--- src/rtl/rsa_modexp_engine.sv ---
// Modular exponentiation core, result = base^exponent mod modulus, built from a bit-serial interleaved modmul.
// Latency WIDTH*(1+popcount+msb)+1 cycles, or WIDTH*(1+2*EXP_WIDTH)+1 with RSA_CONST_TIME_EN defined; modulus==0 answers in 1.
// Backpressure: one command in flight, start_ready only in IDLE, result held in DONE until result_ready.
module rsa_modexp_engine #(
    parameter int WIDTH     = 64,
    parameter int EXP_WIDTH = WIDTH
) (
    input  logic                 clk,
    input  logic                 reset,
    input  logic                 start_valid,
    output logic                 start_ready,
    input  logic [WIDTH-1:0]     base,
    input  logic [EXP_WIDTH-1:0] exponent,
    input  logic [WIDTH-1:0]     modulus,
    output logic                 result_valid,
    input  logic                 result_ready,
    output logic [WIDTH-1:0]     result,
    output logic                 error,
    output logic                 busy
);

    localparam int CW = (WIDTH > 1) ? $clog2(WIDTH) : 1;

    typedef enum logic [2:0] {
        IDLE   = 3'd0,
        REDUCE = 3'd1,
        MUL    = 3'd2,
        SQR    = 3'd3,
        DONE   = 3'd4
    } state_t;

    state_t state, state_next;

    logic [WIDTH-1:0]     base_q;
    logic [WIDTH-1:0]     mod_q;
    logic [WIDTH-1:0]     b_reg;
    logic [WIDTH-1:0]     acc;
    logic [EXP_WIDTH-1:0] e_reg;
    logic [EXP_WIDTH-1:0] e_shift;
    logic [WIDTH-1:0]     p;
    logic [CW-1:0]        cnt;
    logic                 error_q;
    logic                 mm_active;
    logic                 mm_last;

`ifdef RSA_CONST_TIME_EN
    localparam int BCW = $clog2(EXP_WIDTH + 1);
    logic [BCW-1:0] bit_cnt;
`endif

    // Modmul datapath: operands come straight from the state, since b_reg/acc are stable during a modmul.
    logic [WIDTH-1:0] mm_a;
    logic [WIDTH-1:0] mm_b;
    logic [WIDTH:0]   m_ext;
    logic [WIDTH:0]   p_dbl;
    logic [WIDTH-1:0] p_red;
    logic [WIDTH:0]   p_add;
    logic [WIDTH-1:0] mm_res;

    always_comb begin
        mm_a = base_q;
        mm_b = WIDTH'(1);
        case (state)
            MUL: begin
                mm_a = b_reg;
                mm_b = acc;
            end
            SQR: begin
                mm_a = b_reg;
                mm_b = b_reg;
            end
            default: ;
        endcase
        m_ext  = {1'b0, mod_q};
        p_dbl  = {p, 1'b0};
        p_red  = (p_dbl >= m_ext) ? WIDTH'(p_dbl - m_ext) : p_dbl[WIDTH-1:0];
        p_add  = mm_a[cnt] ? ({1'b0, p_red} + {1'b0, mm_b}) : {1'b0, p_red};
        mm_res = (p_add >= m_ext) ? WIDTH'(p_add - m_ext) : p_add[WIDTH-1:0];
    end

    assign mm_active = (state == REDUCE) || (state == MUL) || (state == SQR);
    assign mm_last   = mm_active && (cnt == '0);
    assign e_shift   = e_reg >> 1;

    always_ff @(posedge clk or negedge reset) begin
        if (!reset) begin
            state <= IDLE;
        end else begin
            state <= state_next;
        end
    end

    always_comb begin
        state_next = state;
        case (state)
            IDLE: begin
                if (start_valid) begin
                    state_next = (modulus == '0) ? DONE : REDUCE;
                end
            end
            REDUCE: begin
                if (mm_last) begin
`ifdef RSA_CONST_TIME_EN
                    state_next = MUL;
`else
                    if (e_reg == '0) begin
                        state_next = DONE;
                    end else if (e_reg[0]) begin
                        state_next = MUL;
                    end else begin
                        state_next = SQR;
                    end
`endif
                end
            end
            MUL: begin
                if (mm_last) begin
`ifdef RSA_CONST_TIME_EN
                    state_next = SQR;
`else
                    // The square after the top exponent bit would never be used.
                    state_next = (e_shift == '0) ? DONE : SQR;
`endif
                end
            end
            SQR: begin
                if (mm_last) begin
`ifdef RSA_CONST_TIME_EN
                    state_next = (bit_cnt == BCW'(EXP_WIDTH - 1)) ? DONE : MUL;
`else
                    state_next = e_shift[0] ? MUL : SQR;
`endif
                end
            end
            DONE: begin
                if (result_ready) begin
                    state_next = IDLE;
                end
            end
            default: state_next = IDLE;
        endcase
    end

    always_ff @(posedge clk or negedge reset) begin
        if (!reset) begin
            base_q  <= '0;
            mod_q   <= '0;
            b_reg   <= '0;
            acc     <= '0;
            e_reg   <= '0;
            p       <= '0;
            cnt     <= '0;
            error_q <= 1'b0;
`ifdef RSA_CONST_TIME_EN
            bit_cnt <= '0;
`endif
        end else if (state == IDLE) begin
            if (start_valid) begin
                base_q  <= base;
                mod_q   <= modulus;
                e_reg   <= exponent;
                acc     <= '0;
                p       <= '0;
                cnt     <= CW'(WIDTH - 1);
                error_q <= (modulus == '0);
`ifdef RSA_CONST_TIME_EN
                bit_cnt <= '0;
`endif
            end
        end else if (mm_active) begin
            if (mm_last) begin
                // Next modmul starts on the following cycle with a cleared partial product.
                p   <= '0;
                cnt <= CW'(WIDTH - 1);
                case (state)
                    REDUCE: begin
                        b_reg <= mm_res;
                        acc   <= (mod_q == WIDTH'(1)) ? '0 : WIDTH'(1);
                    end
                    MUL: begin
                        if (e_reg[0]) begin
                            acc <= mm_res;
                        end
                    end
                    SQR: begin
                        b_reg <= mm_res;
                        e_reg <= e_shift;
`ifdef RSA_CONST_TIME_EN
                        bit_cnt <= bit_cnt + BCW'(1);
`endif
                    end
                    default: ;
                endcase
            end else begin
                p   <= mm_res;
                cnt <= cnt - CW'(1);
            end
        end
    end

    assign start_ready  = (state == IDLE) && reset;
    assign busy         = (state != IDLE);
    assign result_valid = (state == DONE);
    assign result       = (state == DONE) ? acc : '0;
    assign error        = error_q;

endmodule

--- config.mk ---
export PLATFORM = sky130hd
export DESIGN_NAME = rsa_modexp_engine
export DESIGN_NICKNAME = d
export VERILOG_FILES = /design/src/rtl/rsa_modexp_engine.sv
export SDC_FILE = /design/constraint.sdc
export NUM_CORES = 1
export LEC_CHECK = 0
export BUFFER_PORTS_ARGS = -buffer_cell sky130_fd_sc_hd__buf_4
export CAP_MARGIN = 10
export CELL_PAD_IN_SITES_DETAIL_PLACEMENT = 1
export CELL_PAD_IN_SITES_GLOBAL_PLACEMENT = 1
export CORE_ASPECT_RATIO = 0.7
export CORE_UTILIZATION = 30
export DETAILED_ROUTE_END_ITERATION = 6
export PLACE_DENSITY_LB_ADDON = 0.2
export SLEW_MARGIN = 20
export SYNTH_ARGS = -nofsm -noshare
export SYNTH_HDL_FRONTEND = slang
export SYNTH_SLANG_ARGS = --single-unit
export TNS_END_PERCENT = 50
--- constraint.sdc ---
create_clock -name clk -period 16.3 [get_ports clk]
set_input_delay 1.63 -clock clk [delete_from_list [all_inputs] [get_ports clk]]
set_output_delay 1.63 -clock clk [all_outputs]
set_load 0.03 [all_outputs]
==> impl_metrics.csv, run 1 <==
group,metric,value,unit
finish,final_layout_size_suffix_gt1_share,13.5,%
logic_synthesis,netlist.top_cell.by_area,"dfrtp_1",
clock_network,cts_root_buffer,"clkbuf_16",
drt,wl_per_cell,29.0,um
sta,hold_viol,0,
floorplan,core,0.107,mm^2
sta,slew_headroom,15.5,%
logic_synthesis,synth.top_cell.area_share,30.2,%
sta,min_period,13.51,ns
drt,viasPerCell,5.88,
sta,setup_tns,0,ns
clock_network,cts_resized,0,
floorplan,die_w,396,um
setup_path,critPathRequiredTime,16.79,ns
sta,period_share,82.9,%
clock_network,cts_max_level,2,
global_routing,grt.overflow.total,0,
drt,drc,16,
drt,drt-pass1-iter-count,7,
finish,area_delta_synth_final,15.0,%
sta,setup_viol,0,
floorplan,fp.dieH,278,um
floorplan,die_area,0.110,mm^2
global_routing,grt_pass1_wl,235,mm
logic_synthesis,synthTopCellsByArea,"dfrtp_1 30%, ha_1 7.4%, o21ai_0 5.6%, nand2_1 5.6%, a21oi_1 5.3%",
clock_network,clkTransAtPathRegs,0.07,ns
place,place_congestion,0.965,
logic_synthesis,async_flop_share,100,%
setup_path,crit_slowest_cell,"a211oi_1",
setup_path,crit_fanout,42,
logic_synthesis,syn_area,0.0327,mm^2
clock_network,cts.sinks,394,
job,cap_violations,0,
drt,vias,33200,
finish,final_common_cell,"nand2_1",
global_routing,grt_max_degree,94,
setup_path,arrival,14.00,ns
finish,nets,4572,
place,hpwl,130,mm
clock_network,clk_latency,0.66,ns
clock_network,cts_setup_buffers,0,
setup_path,start_kind,"flip-flop",
setup_path,endpoint_kind,"flip-flop",
setup_path,max_stage_delay,0.86,ns
global_routing,first_global_vias,33100,
sta,grt_setup_unrepaired,"false",
clock_network,postCtsHoldBufs,0,
logic_synthesis,synth-edff-count,0,
global_routing,antenna_found_initial,1,
finish,nFillCells,12800,
run_status,status,"complete, but fails checks",
sta,fin_skew,0.0488,ns
logic_synthesis,synth_cell_types,85,
sta,slew_viol_final,0,
setup_path,path_buf_inv,4,
hold_path,worstHoldPathType,"reg2reg",
logic_synthesis,ys.flop_type,"dfrtp_1",
floorplan,start_util,30.5,%
logic_synthesis,synthCells,4049,
setup_path,critical_path_class,"reg2reg",
run_status,failed_checks,"design-rule violations",
clock_network,cts_made_buffers,47,
clock_network,cts_tree,"built",
sta,tightest_slew,1.26,ns
global_routing,track_usage,28.9,%
sta,fmax,74.0,MHz
clock_network,cts_buffer_depth,3,
drt,first_iter_violations,2908,
drt,wl,163,mm
logic_synthesis,syn-num-nets,4441,
finish,final_cell_mix,"481 x nand2_1, 393 x dfrtp_1, 365 x o21ai_0",
logic_synthesis,yosys_warnings,0,
setup_path,cpLargestDelayFamily,"simple AND/OR/NAND/NOR gates",
logic_synthesis,avgSynthCellArea,8.07,um^2
drt,ant_nets,0,
floorplan,row_count,100,
logic_synthesis,ys_seq_elements,394,
floorplan,num_io_pins,264,
place,io_buffers,263,
logic_synthesis,ys_seq_area_share,30.2,%
-- final timing paths --
kind | start | end | slack (ns) | depth (start not counted)
hold / removal | base_q[7] | base_q[7] | 0.51 | 1
max in group asynchronous | reset | acc[50] | 13.06 | 3
setup / recovery | mod_q[2] | b_reg[5] | 2.79 | 37
hold reg to reg | base_q[7] | base_q[7] | 0.51 | 1
setup reg to reg | mod_q[2] | b_reg[5] | 2.79 | 37
min in group asynchronous | reset | e_reg[56] | 0.96 | 1
-- cells by family after synthesis --
kind of cell	Yosys count	share of synthesized area, %
AND/OR/NAND/NOR	1326	19.1
buffers and inverters	402	4.99
multiplexers	238	7.92
adder cells (fa/ha/maj)	196	7.58
XOR/XNOR	156	4.18
AO/OA/AOI/OAI	1337	26.0
flip-flops	394	30.2
-- final cells by class --
cell class                 count  area, um^2  area share (%)
inverter                     154         579            1.54
clock inverter                22         231           0.616
sequential                   394        9860            26.2
tap                         1428        1790            4.76
antenna                        1        2.50         0.00666
multi-input combinational   3253       21300            56.8
timing repair buffer         330        2510            6.68
clock buffer                  60        1270            3.39
-- Yosys cell counts, types with 63 or more instances --
master    number
and3_1        95
xor2_1        63
ha_1         193
nor4_1        70
dfrtp_1      394
nand4_1       71
nor2_1       286
a22o_1        75
nand2_1      484
clkbuf_1     178
mux2i_1      136
a21oi_1      349
nand3_1      102
nor3_1        68
mux2_2        95
inv_1        154
a21o_1        93
xnor2_1       93
o21ai_0      365
-- routing by layer --
metal  vias to the layer above  GRT usage (%)  wire length [um]
li1                      15200              -                 -
met1                     16700           40.9             75200
met2                      1064           44.5             72400
met3                       215           5.26             11100
met4                         0           8.22              4770
met5                         -              0                 0
-- through the flow --
step / std cells / utilization, % / hold slack (ns) / cell area [um^2] / setup slack, ns
2_1_floorplan: 4049 / - / 0.462 / 32700 / 7.68
3_3_place_gp: 5558 / 33.6 / 0.491 / 36000 / 1.49
3_5_place_dp: 5559 / 33.7 / 0.496 / 36000 / 3.29
4_1_cts: 5641 / 35.1 / 0.512 / 37600 / 3.24
5_1_grt: 5641 / 35.1 / 0.523 / 37600 / 2.25
6_report: 5642 / 35.1 / 0.507 / 37600 / 2.79
Power of run 1 is left out: the tool's default activity adds up to more than one toggle a clock period on the data nets, which glitch-free logic cannot reach.
==> run 2, diff against run 1 <==
==> constraint.sdc (replaced) <==
create_clock -name clk -period 13.8 [get_ports clk]
set_input_delay 1.38 -clock clk [delete_from_list [all_inputs] [get_ports clk]]
set_output_delay 1.38 -clock clk [all_outputs]
set_load 0.03 [all_outputs]
==> run 2 against run 1 <==
The run still ends with design-rule violations left. Non-clock buffer count increased by 55. Die area unchanged. Clock-buffer cell count shrank 2.
==> impl_metrics.csv, run 2 (synthesis gave the netlist of run 1 again) <==
group,metric,value,unit
run_status,status,"complete, but fails checks",
run_status,failed_checks,"design-rule violations",
hold_path,worstHoldPathType,"reg2reg",
finish,final_cell_mix,"481 x nand2_1, 393 x dfrtp_1, 372 x buf_4",
clock_network,clkTransAtPathRegs,0.07,ns
floorplan,core,0.107,mm^2
drt,ant_nets,0,
sta,holdWs,0.506,ns
sta,setup_ws,1.47,ns
setup_path,crit_fanout,38,
place,hpwl,132,mm
sta,fmax,81.1,MHz
finish,nets,4627,
place,dp_slack,1.78,ns
setup_path,cpMostUsedCell,"o21a_1",
finish,nFillCells,12800,
sta,grt_setup_unrepaired,"false",
clock_network,cts_setup_buffers,0,
drt,drc,8,
floorplan,num_io_pins,264,
clock_network,cts_made_buffers,47,
sta,hold_viol,0,
floorplan,start_util,30.5,%
floorplan,die_w,396,um
sta,min_period,12.33,ns
floorplan,row_count,100,
sta,period_share,89.3,%
setup_path,crit_slowest_cell,"a211oi_1",
setup_path,r2r_cells,39,
clock_network,cts_buffer_depth,3,
global_routing,track_usage,29.3,%
hold_path,hold-path-cell-count,2,
place,place_inst,5613,
setup_path,critPathRequiredTime,14.38,ns
finish,stdcell_count,5701,
floorplan,die_area,0.110,mm^2
clock_network,cts_max_level,2,
global_routing,antenna_found_initial,1,
drt,vias,33400,
setup_path,r2r-start,"mod_q[2]",
job,cap_violations,0,
setup_path,max_stage_delay,0.88,ns
drt,wl_per_cell,28.9,um
hold_path,min_from,"acc[47]",
global_routing,first_global_vias,33400,
finish,final_layout_size_suffix_gt1_share,14.8,%
setup_path,critical_path_class,"reg2reg",
clock_network,postCtsHoldBufs,0,
clock_network,cts_tree,"built",
setup_path,crit_start,"mod_q[2]",
drt,wl,165,mm
setup_path,start_kind,"flip-flop",
global_routing,grt.overflow.total,0,
finish,area_delta_synth_final,17.1,%
clock_network,cts_root_buffer,"clkbuf_16",
global_routing,grt_max_degree,146,
drt,drt-pass1-iter-count,7,
sta,setup_viol,0,
sta,tightest_slew,1.16,ns
floorplan,fp.dieH,278,um
sta,slew_headroom,21.6,%
setup_path,path_buf_inv,6,
place,io_buffers,263,
place,place_congestion,0.982,
drt,viasPerCell,5.85,
sta,fin_skew,0.0370,ns
global_routing,grt_pass1_wl,238,mm
drt,first_iter_violations,2876,
setup_path,arrival,12.91,ns
setup_path,worst-path-stages,39,
setup_path,cpLargestDelayFamily,"compound AO/OA/AOI/OAI gates",
clock_network,cts.sinks,394,
finish,diodes,0,
setup_path,endpoint_kind,"flip-flop",
clock_network,cts_resized,0,
sta,slew_viol_final,0,
finish,final_common_cell,"nand2_1",
clock_network,clk_latency,0.66,ns
==> run 2: cell types whose count changed in the layout (fill, tap and decap cells not counted), sizes merged <==
| cell | change |
|---|---|
| clkinvlp | -3 |
| buf | +55 |
| diode | -1 |
| bufinv | +3 |
| clkinv | +3 |
| inv | +4 |
| clkbuf | -2 |
==> run 2: worst min-delay path: cells and delay by family (launching register included) <==
family,cells,cell delay [ns]
AO/OA/AOI/OAI,1,0.06
flip-flops,1,0.36
AND/OR/NAND/NOR,1,0.05
==> run 2: layout make-up <==
type	instances	area, um^2	area share, %
clock inverters	29	349	0.913
multi-input cells	3253	21300	55.8
well taps	1428	1790	4.67
repair buffers	385	3060	7.99
inverters	154	579	1.51
clock buffers	58	1290	3.37
flip-flops and latches	394	9860	25.8
==> run 2: per-layer routing <==
metal	wire, um	track usage, %	up-vias
li1	-	-	15300
met3	10100	5.20	229
met2	73000	45.5	934
met5	0	0	-
met4	5250	8.64	0
met1	76200	41.1	16900
==> run 2: worst paths after layout <==
check,end,slack (ns)
max,acc[23],1.47
max reg2reg,acc[23],1.47
min,acc[47],0.51
max in group asynchronous,base_q[62],11.31
min reg2reg,acc[47],0.51
min in group asynchronous,e_reg[54],0.72
==> run 2: metrics by stage <==
step	area [um^2]	setup TNS, ns	utilization [%]
after floorplan	32700	0	-
final	38200	0	35.7
after detailed placement	36600	0	34.2
after global placement	36600	-0.368	34.1
after CTS	38200	0	35.7
after global routing	38200	0	35.7
Power of run 2 is left out for the same reason.
